### src/rtl/mips_ctrl_pkg.sv
// Shared opcodes, state encodings and control-field codes for the multi-cycle
// MIPS controller.
package mips_ctrl_pkg;

  localparam logic [5:0] OP_RTYPE = 6'b000000;
  localparam logic [5:0] OP_LW    = 6'b100011;
  localparam logic [5:0] OP_SW    = 6'b101011;
  localparam logic [5:0] OP_BEQ   = 6'b000100;
  localparam logic [5:0] OP_BNE   = 6'b000101;
  localparam logic [5:0] OP_ADDI  = 6'b001000;
  localparam logic [5:0] OP_J     = 6'b000010;
  localparam logic [5:0] OP_JAL   = 6'b000011;

  typedef enum logic [3:0] {
    ST_IDLE   = 4'd0,
    ST_FETCH  = 4'd1,
    ST_DECODE = 4'd2,
    ST_MEMADR = 4'd3,
    ST_MEMRD  = 4'd4,
    ST_MEMWB  = 4'd5,
    ST_MEMWR  = 4'd6,
    ST_EXEC   = 4'd7,
    ST_ALUWB  = 4'd8,
    ST_BRANCH = 4'd9,
    ST_ADDIEX = 4'd10,
    ST_ADDIWB = 4'd11,
    ST_JUMP   = 4'd12,
    ST_TRAP   = 4'd15
  } state_t;

  localparam logic [1:0] ALUOP_ADD    = 2'b00;
  localparam logic [1:0] ALUOP_SUB    = 2'b01;
  localparam logic [1:0] ALUOP_FUNCT  = 2'b10;

  localparam logic [1:0] SRCB_B       = 2'b00;
  localparam logic [1:0] SRCB_FOUR    = 2'b01;
  localparam logic [1:0] SRCB_IMM     = 2'b10;
  localparam logic [1:0] SRCB_IMM_SH2 = 2'b11;

  localparam logic [1:0] PCSRC_ALU    = 2'b00;
  localparam logic [1:0] PCSRC_ALUOUT = 2'b01;
  localparam logic [1:0] PCSRC_JUMP   = 2'b10;

  localparam logic [1:0] REGDST_RT    = 2'b00;
  localparam logic [1:0] REGDST_RD    = 2'b01;
  localparam logic [1:0] REGDST_RA    = 2'b10;

  localparam logic [1:0] MTR_ALUOUT   = 2'b00;
  localparam logic [1:0] MTR_MDR      = 2'b01;
  localparam logic [1:0] MTR_PC       = 2'b10;

  typedef struct packed {
    logic       pc_write;
    logic       branch;
    logic       branch_ne;
    logic       i_or_d;
    logic       mem_read;
    logic       mem_write;
    logic       ir_write;
    logic [1:0] mem_to_reg;
    logic [1:0] reg_dst;
    logic       reg_write;
    logic       alu_src_a;
    logic [1:0] alu_src_b;
    logic [1:0] alu_op;
    logic [1:0] pc_source;
    logic       instr_done;
    logic       trap;
  } ctrl_word_t;

  function automatic logic is_wait_state(input state_t s);
    return (s == ST_FETCH) || (s == ST_MEMRD) || (s == ST_MEMWR);
  endfunction

endpackage

### src/rtl/multicycle_control_if.sv
// Control bundle between the multi-cycle controller (master) and the
// datapath it steers (slave).
interface multicycle_control_if;
  logic [5:0] opcode;
  logic       mem_ready;
  logic       PCWrite;
  logic       Branch;
  logic       BranchNe;
  logic       IorD;
  logic       MemRead;
  logic       MemWrite;
  logic       IRWrite;
  logic [1:0] MemtoReg;
  logic [1:0] RegDst;
  logic       RegWrite;
  logic       ALUSrcA;
  logic [1:0] ALUSrcB;
  logic [1:0] ALUOp;
  logic [1:0] PCSource;
  logic       instr_done;
  logic       trap;
  logic [3:0] state_dbg;

  modport master (
    input  opcode, mem_ready,
    output PCWrite, Branch, BranchNe, IorD, MemRead, MemWrite, IRWrite,
           MemtoReg, RegDst, RegWrite, ALUSrcA, ALUSrcB, ALUOp, PCSource,
           instr_done, trap, state_dbg
  );

  modport slave (
    output opcode, mem_ready,
    input  PCWrite, Branch, BranchNe, IorD, MemRead, MemWrite, IRWrite,
           MemtoReg, RegDst, RegWrite, ALUSrcA, ALUSrcB, ALUOp, PCSource,
           instr_done, trap, state_dbg
  );
endinterface

### src/rtl/ctrl_word_decode.sv
// Moore decode of the controller state into datapath strobes; only the FETCH
// loads and the MEMWR retire also look at mem_ready.
module ctrl_word_decode
  import mips_ctrl_pkg::*;
(
  input  state_t     state,
  input  logic       op_bit0,
  input  logic       mem_ready,
  output ctrl_word_t ctrl
);

  // Per-state control word; anything not named stays 0.
  always_comb begin
    ctrl = '0;
    case (state)
      ST_FETCH: begin
        ctrl.mem_read  = 1'b1;
        ctrl.alu_src_b = SRCB_FOUR;
        ctrl.alu_op    = ALUOP_ADD;
        ctrl.pc_source = PCSRC_ALU;
        if (mem_ready) begin
          ctrl.ir_write = 1'b1;
          ctrl.pc_write = 1'b1;
        end else begin
          ctrl.ir_write = 1'b0;
          ctrl.pc_write = 1'b0;
        end
      end
      ST_DECODE: begin
        ctrl.alu_src_b = SRCB_IMM_SH2;
        ctrl.alu_op    = ALUOP_ADD;
      end
      ST_MEMADR, ST_ADDIEX: begin
        ctrl.alu_src_a = 1'b1;
        ctrl.alu_src_b = SRCB_IMM;
        ctrl.alu_op    = ALUOP_ADD;
      end
      ST_MEMRD: begin
        ctrl.mem_read = 1'b1;
        ctrl.i_or_d   = 1'b1;
      end
      ST_MEMWB: begin
        ctrl.reg_write  = 1'b1;
        ctrl.reg_dst    = REGDST_RT;
        ctrl.mem_to_reg = MTR_MDR;
        ctrl.instr_done = 1'b1;
      end
      ST_MEMWR: begin
        ctrl.mem_write  = 1'b1;
        ctrl.i_or_d     = 1'b1;
        ctrl.instr_done = mem_ready;
      end
      ST_EXEC: begin
        ctrl.alu_src_a = 1'b1;
        ctrl.alu_src_b = SRCB_B;
        ctrl.alu_op    = ALUOP_FUNCT;
      end
      ST_ALUWB: begin
        ctrl.reg_write  = 1'b1;
        ctrl.reg_dst    = REGDST_RD;
        ctrl.mem_to_reg = MTR_ALUOUT;
        ctrl.instr_done = 1'b1;
      end
      // beq and bne differ only in opcode bit 0
      ST_BRANCH: begin
        ctrl.alu_src_a  = 1'b1;
        ctrl.alu_src_b  = SRCB_B;
        ctrl.alu_op     = ALUOP_SUB;
        ctrl.pc_source  = PCSRC_ALUOUT;
        ctrl.branch     = ~op_bit0;
        ctrl.branch_ne  = op_bit0;
        ctrl.instr_done = 1'b1;
      end
      ST_ADDIWB: begin
        ctrl.reg_write  = 1'b1;
        ctrl.reg_dst    = REGDST_RT;
        ctrl.mem_to_reg = MTR_ALUOUT;
        ctrl.instr_done = 1'b1;
      end
      // j and jal likewise; jal also links into r31
      ST_JUMP: begin
        ctrl.pc_write   = 1'b1;
        ctrl.pc_source  = PCSRC_JUMP;
        ctrl.instr_done = 1'b1;
        if (op_bit0) begin
          ctrl.reg_write  = 1'b1;
          ctrl.reg_dst    = REGDST_RA;
          ctrl.mem_to_reg = MTR_PC;
        end else begin
          ctrl.reg_write  = 1'b0;
          ctrl.reg_dst    = REGDST_RT;
          ctrl.mem_to_reg = MTR_ALUOUT;
        end
      end
      ST_TRAP: begin
        ctrl.trap = 1'b1;
      end
      default: begin
        ctrl = '0;
      end
    endcase
  end

endmodule

### src/rtl/multicycle_control.sv
// Multi-cycle MIPS sequencer: state register, opcode-driven next-state logic
// and a memory-wait watchdog that traps on a stalled handshake.
module multicycle_control
  import mips_ctrl_pkg::*;
#(
  parameter int TIMEOUT_CYCLES = 255,
  parameter int CNT_W          = 8
) (
  input  logic                 clk,
  input  logic                 rst_n,
  multicycle_control_if.master ctl
);

  localparam logic [CNT_W-1:0] TIMEOUT_C = CNT_W'(TIMEOUT_CYCLES);
  localparam logic [CNT_W-1:0] CNT_ONE   = {{(CNT_W-1){1'b0}}, 1'b1};

  state_t           state_r;
  state_t           state_next_s;
  logic [CNT_W-1:0] wait_cnt_r;
  logic             timed_out_s;
  ctrl_word_t       ctrl_s;

  assign timed_out_s = (wait_cnt_r == TIMEOUT_C);

  // State register.
  always_ff @(posedge clk or negedge rst_n) begin
    if (!rst_n) begin
      state_r <= ST_IDLE;
    end else begin
      state_r <= state_next_s;
    end
  end

  // Next-state logic; mem_ready beats the timeout in the same cycle.
  always_comb begin
    state_next_s = state_r;
    case (state_r)
      ST_IDLE: state_next_s = ST_FETCH;
      ST_FETCH: begin
        if (ctl.mem_ready)     state_next_s = ST_DECODE;
        else if (timed_out_s)  state_next_s = ST_TRAP;
        else                   state_next_s = ST_FETCH;
      end
      ST_DECODE: begin
        case (ctl.opcode)
          OP_RTYPE:       state_next_s = ST_EXEC;
          OP_LW, OP_SW:   state_next_s = ST_MEMADR;
          OP_BEQ, OP_BNE: state_next_s = ST_BRANCH;
          OP_ADDI:        state_next_s = ST_ADDIEX;
          OP_J, OP_JAL:   state_next_s = ST_JUMP;
          default:        state_next_s = ST_TRAP;
        endcase
      end
      ST_MEMADR: begin
        if (ctl.opcode == OP_LW)      state_next_s = ST_MEMRD;
        else if (ctl.opcode == OP_SW) state_next_s = ST_MEMWR;
        else                          state_next_s = ST_TRAP;
      end
      ST_MEMRD: begin
        if (ctl.mem_ready)     state_next_s = ST_MEMWB;
        else if (timed_out_s)  state_next_s = ST_TRAP;
        else                   state_next_s = ST_MEMRD;
      end
      ST_MEMWR: begin
        if (ctl.mem_ready)     state_next_s = ST_FETCH;
        else if (timed_out_s)  state_next_s = ST_TRAP;
        else                   state_next_s = ST_MEMWR;
      end
      ST_EXEC:   state_next_s = ST_ALUWB;
      ST_ADDIEX: state_next_s = ST_ADDIWB;
      ST_MEMWB, ST_ALUWB, ST_BRANCH, ST_ADDIWB, ST_JUMP: state_next_s = ST_FETCH;
      ST_TRAP:   state_next_s = ST_TRAP;
      default:   state_next_s = ST_TRAP;
    endcase
  end

  // Wait-cycle counter: zeroed on every state change, saturating count of not-ready cycles.
  always_ff @(posedge clk or negedge rst_n) begin
    if (!rst_n) begin
      wait_cnt_r <= {CNT_W{1'b0}};
    end else if (state_next_s != state_r) begin
      wait_cnt_r <= {CNT_W{1'b0}};
    end else if (is_wait_state(state_r) && !ctl.mem_ready && !timed_out_s) begin
      wait_cnt_r <= wait_cnt_r + CNT_ONE;
    end else begin
      wait_cnt_r <= wait_cnt_r;
    end
  end

  ctrl_word_decode u_decode (
    .state     (state_r),
    .op_bit0   (ctl.opcode[0]),
    .mem_ready (ctl.mem_ready),
    .ctrl      (ctrl_s)
  );

  // Output process: drive the bundle from the decoded control word.
  always_comb begin
    ctl.PCWrite    = ctrl_s.pc_write;
    ctl.Branch     = ctrl_s.branch;
    ctl.BranchNe   = ctrl_s.branch_ne;
    ctl.IorD       = ctrl_s.i_or_d;
    ctl.MemRead    = ctrl_s.mem_read;
    ctl.MemWrite   = ctrl_s.mem_write;
    ctl.IRWrite    = ctrl_s.ir_write;
    ctl.MemtoReg   = ctrl_s.mem_to_reg;
    ctl.RegDst     = ctrl_s.reg_dst;
    ctl.RegWrite   = ctrl_s.reg_write;
    ctl.ALUSrcA    = ctrl_s.alu_src_a;
    ctl.ALUSrcB    = ctrl_s.alu_src_b;
    ctl.ALUOp      = ctrl_s.alu_op;
    ctl.PCSource   = ctrl_s.pc_source;
    ctl.instr_done = ctrl_s.instr_done;
    ctl.trap       = ctrl_s.trap;
    ctl.state_dbg  = state_r;
  end

endmodule
### src/flat_wrapper.sv
// flat-port wrapper written by rule: the top's interface ports become plain ports
module multicycle_control_flat import mips_ctrl_pkg::*;
#(
  parameter int TIMEOUT_CYCLES = 255,
  parameter int CNT_W          = 8
)
  (clk, rst_n, ctl_opcode, ctl_mem_ready, ctl_PCWrite, ctl_Branch, ctl_BranchNe, ctl_IorD, ctl_MemRead, ctl_MemWrite, ctl_IRWrite, ctl_MemtoReg, ctl_RegDst, ctl_RegWrite, ctl_ALUSrcA, ctl_ALUSrcB, ctl_ALUOp, ctl_PCSource, ctl_instr_done, ctl_trap, ctl_state_dbg);
  multicycle_control_if ctl_i ();
  input  logic clk;
  input  logic rst_n;
  input wire logic [$bits(ctl_i.opcode)-1:0] ctl_opcode;
  input wire logic [$bits(ctl_i.mem_ready)-1:0] ctl_mem_ready;
  output wire logic [$bits(ctl_i.PCWrite)-1:0] ctl_PCWrite;
  output wire logic [$bits(ctl_i.Branch)-1:0] ctl_Branch;
  output wire logic [$bits(ctl_i.BranchNe)-1:0] ctl_BranchNe;
  output wire logic [$bits(ctl_i.IorD)-1:0] ctl_IorD;
  output wire logic [$bits(ctl_i.MemRead)-1:0] ctl_MemRead;
  output wire logic [$bits(ctl_i.MemWrite)-1:0] ctl_MemWrite;
  output wire logic [$bits(ctl_i.IRWrite)-1:0] ctl_IRWrite;
  output wire logic [$bits(ctl_i.MemtoReg)-1:0] ctl_MemtoReg;
  output wire logic [$bits(ctl_i.RegDst)-1:0] ctl_RegDst;
  output wire logic [$bits(ctl_i.RegWrite)-1:0] ctl_RegWrite;
  output wire logic [$bits(ctl_i.ALUSrcA)-1:0] ctl_ALUSrcA;
  output wire logic [$bits(ctl_i.ALUSrcB)-1:0] ctl_ALUSrcB;
  output wire logic [$bits(ctl_i.ALUOp)-1:0] ctl_ALUOp;
  output wire logic [$bits(ctl_i.PCSource)-1:0] ctl_PCSource;
  output wire logic [$bits(ctl_i.instr_done)-1:0] ctl_instr_done;
  output wire logic [$bits(ctl_i.trap)-1:0] ctl_trap;
  output wire logic [$bits(ctl_i.state_dbg)-1:0] ctl_state_dbg;
  assign ctl_i.opcode = ctl_opcode;
  assign ctl_i.mem_ready = ctl_mem_ready;
  assign ctl_PCWrite = ctl_i.PCWrite;
  assign ctl_Branch = ctl_i.Branch;
  assign ctl_BranchNe = ctl_i.BranchNe;
  assign ctl_IorD = ctl_i.IorD;
  assign ctl_MemRead = ctl_i.MemRead;
  assign ctl_MemWrite = ctl_i.MemWrite;
  assign ctl_IRWrite = ctl_i.IRWrite;
  assign ctl_MemtoReg = ctl_i.MemtoReg;
  assign ctl_RegDst = ctl_i.RegDst;
  assign ctl_RegWrite = ctl_i.RegWrite;
  assign ctl_ALUSrcA = ctl_i.ALUSrcA;
  assign ctl_ALUSrcB = ctl_i.ALUSrcB;
  assign ctl_ALUOp = ctl_i.ALUOp;
  assign ctl_PCSource = ctl_i.PCSource;
  assign ctl_instr_done = ctl_i.instr_done;
  assign ctl_trap = ctl_i.trap;
  assign ctl_state_dbg = ctl_i.state_dbg;
  multicycle_control #(.TIMEOUT_CYCLES(TIMEOUT_CYCLES), .CNT_W(CNT_W)) u_core (.clk(clk), .rst_n(rst_n), .ctl(ctl_i));
endmodule
### config.mk
export PLATFORM = sky130hd
export DESIGN_NAME = multicycle_control_flat
export DESIGN_NICKNAME = d
export VERILOG_FILES = /design/src/rtl/mips_ctrl_pkg.sv /design/src/rtl/multicycle_control_if.sv /design/src/rtl/ctrl_word_decode.sv /design/src/rtl/multicycle_control.sv /design/src/flat_wrapper.sv
export SDC_FILE = /design/constraint.sdc
export NUM_CORES = 1
export LEC_CHECK = 0
export ABC_AREA = 0
export CORE_MARGIN = 1.5
export CORE_UTILIZATION = 53
export CTS_CLUSTER_DIAMETER = 100
export DETAILED_ROUTE_END_ITERATION = 8
export HOLD_SLACK_MARGIN = 0.1
export PLACE_DENSITY = 0.85
export SLEW_MARGIN = 25
export SYNTH_ARGS = -nofsm -noshare
export SYNTH_HDL_FRONTEND = slang
export SYNTH_HIERARCHICAL = 1
export SYNTH_SLANG_ARGS = --single-unit
### constraint.sdc
create_clock -name clk -period 3.2 [get_ports clk]
set_input_delay 0.32 -clock clk [delete_from_list [all_inputs] [get_ports clk]]
set_output_delay 0.32 -clock clk [all_outputs]
set_load 0.01 [all_outputs]
==> flow_summary.html <==
<table>
<tr><th>Metric</th><th>Value</th></tr>
<tr><th colspan="2">Setup path</th></tr>
<tr><td>Buf/Inv on CP</td><td>2</td></tr>
<tr><td>Delay of the slowest cell on the worst path</td><td>0.70 ns</td></tr>
<tr><td>Crit path max-delay family</td><td>buffers and inverters</td></tr>
<tr><td>CP Launch Type</td><td>flip-flop</td></tr>
<tr><td>Crit Path Max Fanout</td><td>21</td></tr>
<tr><td>Worst Path Arrival</td><td>2.32 ns</td></tr>
<tr><td>Flop2flop setup slack</td><td>0.64 ns</td></tr>
<tr><td>Crit-path cells</td><td>buf_4, nand2b_4, mux2_4, o221ai_2, clkdlybuf4s50_1</td></tr>
<tr><td>Data required time at the worst endpoint</td><td>2.88 ns</td></tr>
<tr><td>Endpoint class of the critical path</td><td>output port</td></tr>
<tr><td>Cell count along the critical path</td><td>5</td></tr>
<tr><td>Startpoint of the lowest-slack register-to-register path</td><td>u_core/ctl.state_dbg[3]</td></tr>
<tr><td>Logic depth of the worst register-to-register path</td><td>5</td></tr>
<tr><td>Terminus of the critical flop-to-flop path</td><td>u_core/wait_cnt_r[6]</td></tr>
<tr><td>Cell with the largest stage delay on the worst path</td><td>dfrtp_1</td></tr>
<tr><td>Start-to-end type of the worst setup path</td><td>flip-flop to output port</td></tr>
<tr><th colspan="2">Pwr</th></tr>
<tr><td>PwrDens</td><td>843 nW/µm²</td></tr>
<tr><td>Leakage</td><td>0.647 nW</td></tr>
<tr><td>Worst IR Drop VDD</td><td>0.000792 V</td></tr>
<tr><th colspan="2">Placement</th></tr>
<tr><td>Port Buffers</td><td>33</td></tr>
<tr><td>Dpl hpwl</td><td>2.65 mm</td></tr>
<tr><td>Global placer's final weighted congestion</td><td>0.922</td></tr>
<tr><td>Cell area after placement</td><td>1670 µm²</td></tr>
<tr><th colspan="2">STA</th></tr>
<tr><td>Ratio of final minimum period to clock period</td><td>0.826</td></tr>
<tr><td>Final-report max-slew violation count</td><td>0</td></tr>
<tr><td>RSZ-0062 raised after global routing</td><td>no</td></tr>
<tr><td>Relative slew margins</td><td>0.403</td></tr>
<tr><td>Setup Viol. Count Final</td><td>0</td></tr>
<tr><td>Measured slew at the worst slew-check pin</td><td>0.896 ns</td></tr>
<tr><td>Maximum clock rate</td><td>0.378 GHz</td></tr>
<tr><td>Hold Violations, Final</td><td>0</td></tr>
<tr><td>Fin Clk Skew</td><td>0.00652 ns</td></tr>
<tr><td>Final critical path time including I/O delays and setup</td><td>2.64 ns</td></tr>
<tr><td>Summed negative setup slack over all endpoints</td><td>0 ns</td></tr>
<tr><th colspan="2">Clock network</th></tr>
<tr><td>Clock tree root buffer cell</td><td>clkbuf_4</td></tr>
<tr><td>Insertion delay of the later-clocked pin in the worst-skew pair</td><td>0.26 ns</td></tr>
<tr><td>Number of buffers created by CTS</td><td>3</td></tr>
<tr><td>TritonCTS clock tree</td><td>yes</td></tr>
<tr><td>Number of setup buffers added after CTS</td><td>0</td></tr>
<tr><td>CTS Buffer Depth</td><td>2</td></tr>
<tr><td>Num Clock Sinks</td><td>12</td></tr>
<tr><td>Hold_buf cts</td><td>0</td></tr>
<tr><td>Number of H-tree levels</td><td>1</td></tr>
<tr><td>Clock edge transition at the registers on the reported setup and hold paths</td><td>0.07 ns</td></tr>
<tr><td>Number of cells upsized or downsized after cts</td><td>0</td></tr>
<tr><th colspan="2">Layout</th></tr>
<tr><td>Final std cell area, no fill</td><td>1700 µm²</td></tr>
<tr><td>Layout cell share with drive strength beyond 1</td><td>0.123</td></tr>
<tr><td>Area added between synthesis and finish</td><td>24.7%</td></tr>
<tr><td>Total Nets Final</td><td>206</td></tr>
<tr><td>Filler cells</td><td>198</td></tr>
<tr><td>Count of inserted antenna diode cells</td><td>0</td></tr>
<tr><th colspan="2">Global routing</th></tr>
<tr><td>Tot GR Track Use</td><td>0.256</td></tr>
<tr><td>Initial antenna violation count</td><td>0</td></tr>
<tr><td>Total overflow reported by the global router</td><td>0</td></tr>
<tr><td>Pin count of the biggest net entering global routing</td><td>29</td></tr>
<tr><td>First-pass GRT wire length</td><td>5.52 mm</td></tr>
<tr><td>Vias in the first global route</td><td>1202</td></tr>
<tr><th colspan="2">Die</th></tr>
<tr><td>Cell Rows</td><td>18</td></tr>
<tr><td>Total die area</td><td>2890 µm²</td></tr>
<tr><td>Area of the core</td><td>2450 µm²</td></tr>
<tr><td>Die Ht</td><td>53.8 µm</td></tr>
<tr><td>I/O pin total</td><td>34</td></tr>
<tr><td>Width of the die</td><td>53.8 µm</td></tr>
<tr><td>Starting Density</td><td>0.556</td></tr>
<tr><th colspan="2">Status</th></tr>
<tr><td>Status</td><td>completed</td></tr>
<tr><th colspan="2">Worst hold path</th></tr>
<tr><td>Worst hold path type</td><td>input pin to async pin</td></tr>
<tr><th colspan="2">Routing</th></tr>
<tr><td>Drt pass-1 iters</td><td>4</td></tr>
<tr><td>Overall via count from detail_route</td><td>1423</td></tr>
<tr><td>Routed WL</td><td>3.49 mm</td></tr>
<tr><td>ANT nets after route</td><td>0</td></tr>
<tr><td>Via-per-instance ratio</td><td>6.32</td></tr>
<tr><td>Drt first-iter violations</td><td>35</td></tr>
<tr><td>DRC violations left</td><td>0</td></tr>
<tr><td>Average wire length per cell after detail routing</td><td>15.5 µm</td></tr>
<tr><th colspan="2">Logic synthesis</th></tr>
<tr><td>Sequential fraction of the synthesis area</td><td>0.220</td></tr>
<tr><td>Number of distinct library cells after synthesis</td><td>57</td></tr>
<tr><td>Synthesized area divided by synthesized cell count</td><td>8.13 µm²</td></tr>
<tr><td>Number of register bits inferred by synthesis</td><td>12</td></tr>
<tr><td>Number of flops mapped to enable cells by yosys</td><td>0</td></tr>
<tr><td>Synthesized cell area</td><td>1370 µm²</td></tr>
<tr><td>Syn. warnings</td><td>6</td></tr>
<tr><td>Post-synthesis instance total</td><td>168</td></tr>
<tr><td>Most common flop cell mapped by yosys</td><td>dfrtp_1</td></tr>
<tr><td>Fraction of synthesis flops using an asynchronous set or reset pin</td><td>1.00</td></tr>
<tr><td>Syn_nets</td><td>178</td></tr>
<tr><th colspan="2">Flow run</th></tr>
<tr><td>Max-cap violations</td><td>0</td></tr>
</table>
[cell usage in the layout, fill, tap and decap left out, drive strengths merged, types with 5 or more instances in the layout]
cell           Yosys  layout
a21oi              7       7
and2               6       6
clkdlybuf4s50      0      33
dfrtp             12      12
nand2             12      12
nand2b             5       5
nand3              6       6
nand4              5       5
nor2              16      16
nor2b              5       5
nor3              10      10
nor4              12      12
o21ai              8       8
xor2               6       6
[cell usage after synthesis, drive strengths merged, types with 2 or more instances]
master | number | area share
a21o | 2 | 0.011
a21oi | 7 | 0.026
and2 | 6 | 0.028
and3 | 2 | 0.0092
buf | 8 | 0.051
clkbuf | 5 | 0.014
dfrtp | 12 | 0.22
inv | 3 | 0.0082
mux2 | 2 | 0.019
mux2i | 4 | 0.029
nand2 | 12 | 0.035
nand2b | 5 | 0.034
nand3 | 6 | 0.022
nand4 | 5 | 0.023
nor2 | 16 | 0.046
nor2b | 5 | 0.023
nor3 | 10 | 0.048
nor4 | 12 | 0.060
o21ai | 8 | 0.029
o31ai | 2 | 0.011
or2 | 3 | 0.014
xnor2 | 4 | 0.026
xor2 | 6 | 0.038
[how the worst max path moves through the flow]
stage,from,end,slack [ns]
2_1_floorplan,u_core/ctl.state_dbg[0],u_core/wait_cnt_r[6],1.03
4_1_cts,u_core/ctl.state_dbg[2],ctl_instr_done,0.56
6_report,u_core/ctl.state_dbg[2],ctl_instr_done,0.56
3_3_place_gp,u_core/ctl.state_dbg[3],u_core/wait_cnt_r[6],0.71
5_1_grt,u_core/ctl.state_dbg[2],ctl_instr_done,0.40
3_5_place_dp,u_core/ctl.state_dbg[3],u_core/wait_cnt_r[6],0.64
[registers in the layout (all words and copies together) (netlist names)]
name / flops
u_core/wait_cnt_r: 8
u_core/ctl.state_dbg: 4
[routing by layer]
| metal | routed length [µm] | track usage | vias to the layer above |
|---|---|---|---|
| li1 | - | - | 682 |
| met1 | 1480 | 0.342 | 669 |
| met2 | 1680 | 0.421 | 62 |
| met3 | 252 | 0.0278 | 10 |
| met4 | 75 | 0.0983 | 0 |
| met5 | 0 | 0 | - |
[power by group]
group          total [mW]  internal (mW)  leakage [nW]  switching, mW
sequential          0.285          0.177         0.160          0.109
clock               0.113         0.0691        0.0210         0.0441
combinational        1.04          0.500         0.466          0.537
total                1.44          0.746         0.647          0.690
[per-stage QoR]
stage / worst slack, ns / utilization / hold slack [ns] / instances / power, mW
after floorplan: 1.03 / - / 0.0244 / 168 / 0.985
after global placement: 0.715 / 0.679 / 0.563 / 221 / 1.28
after detailed placement: 0.644 / 0.679 / 0.588 / 221 / 1.31
after CTS: 0.558 / 0.694 / 0.400 / 225 / 1.43
after global routing: 0.401 / 0.694 / 0.423 / 225 / 1.56
final: 0.556 / 0.694 / 0.391 / 225 / 1.44
[worst register-to-register path, stage by stage, from the launching register on]
cell and delay (ns):
dfrtp_1 0.71, or4b_4 0.68, a221oi_4 0.46, nand4_1 0.17
xor2_1 0.18, nor4_2 0.26
[layout make-up]
class	instances	area (µm²)	area share
clock buffers	4	36.3	0.0213
repair buffers	36	353	0.207
well taps	30	37.5	0.0220
flip-flops and latches	12	300	0.176
inverters	3	11.3	0.00661
multi-input cells	140	965	0.566
[cell families after synthesis]
| group | count (synthesis) | synth area share |
|---|---|---|
| adders and majority gates | 1 | 0.00916 |
| buffers and inverters | 16 | 0.0733 |
| xor gates and xnor gates | 10 | 0.0642 |
| and+or+nand+nor | 89 | 0.389 |
| muxes | 6 | 0.0486 |
| DFF | 12 | 0.220 |
| AOI/OAI and AO/OA | 34 | 0.196 |
Power figures use the tool's default switching activity.
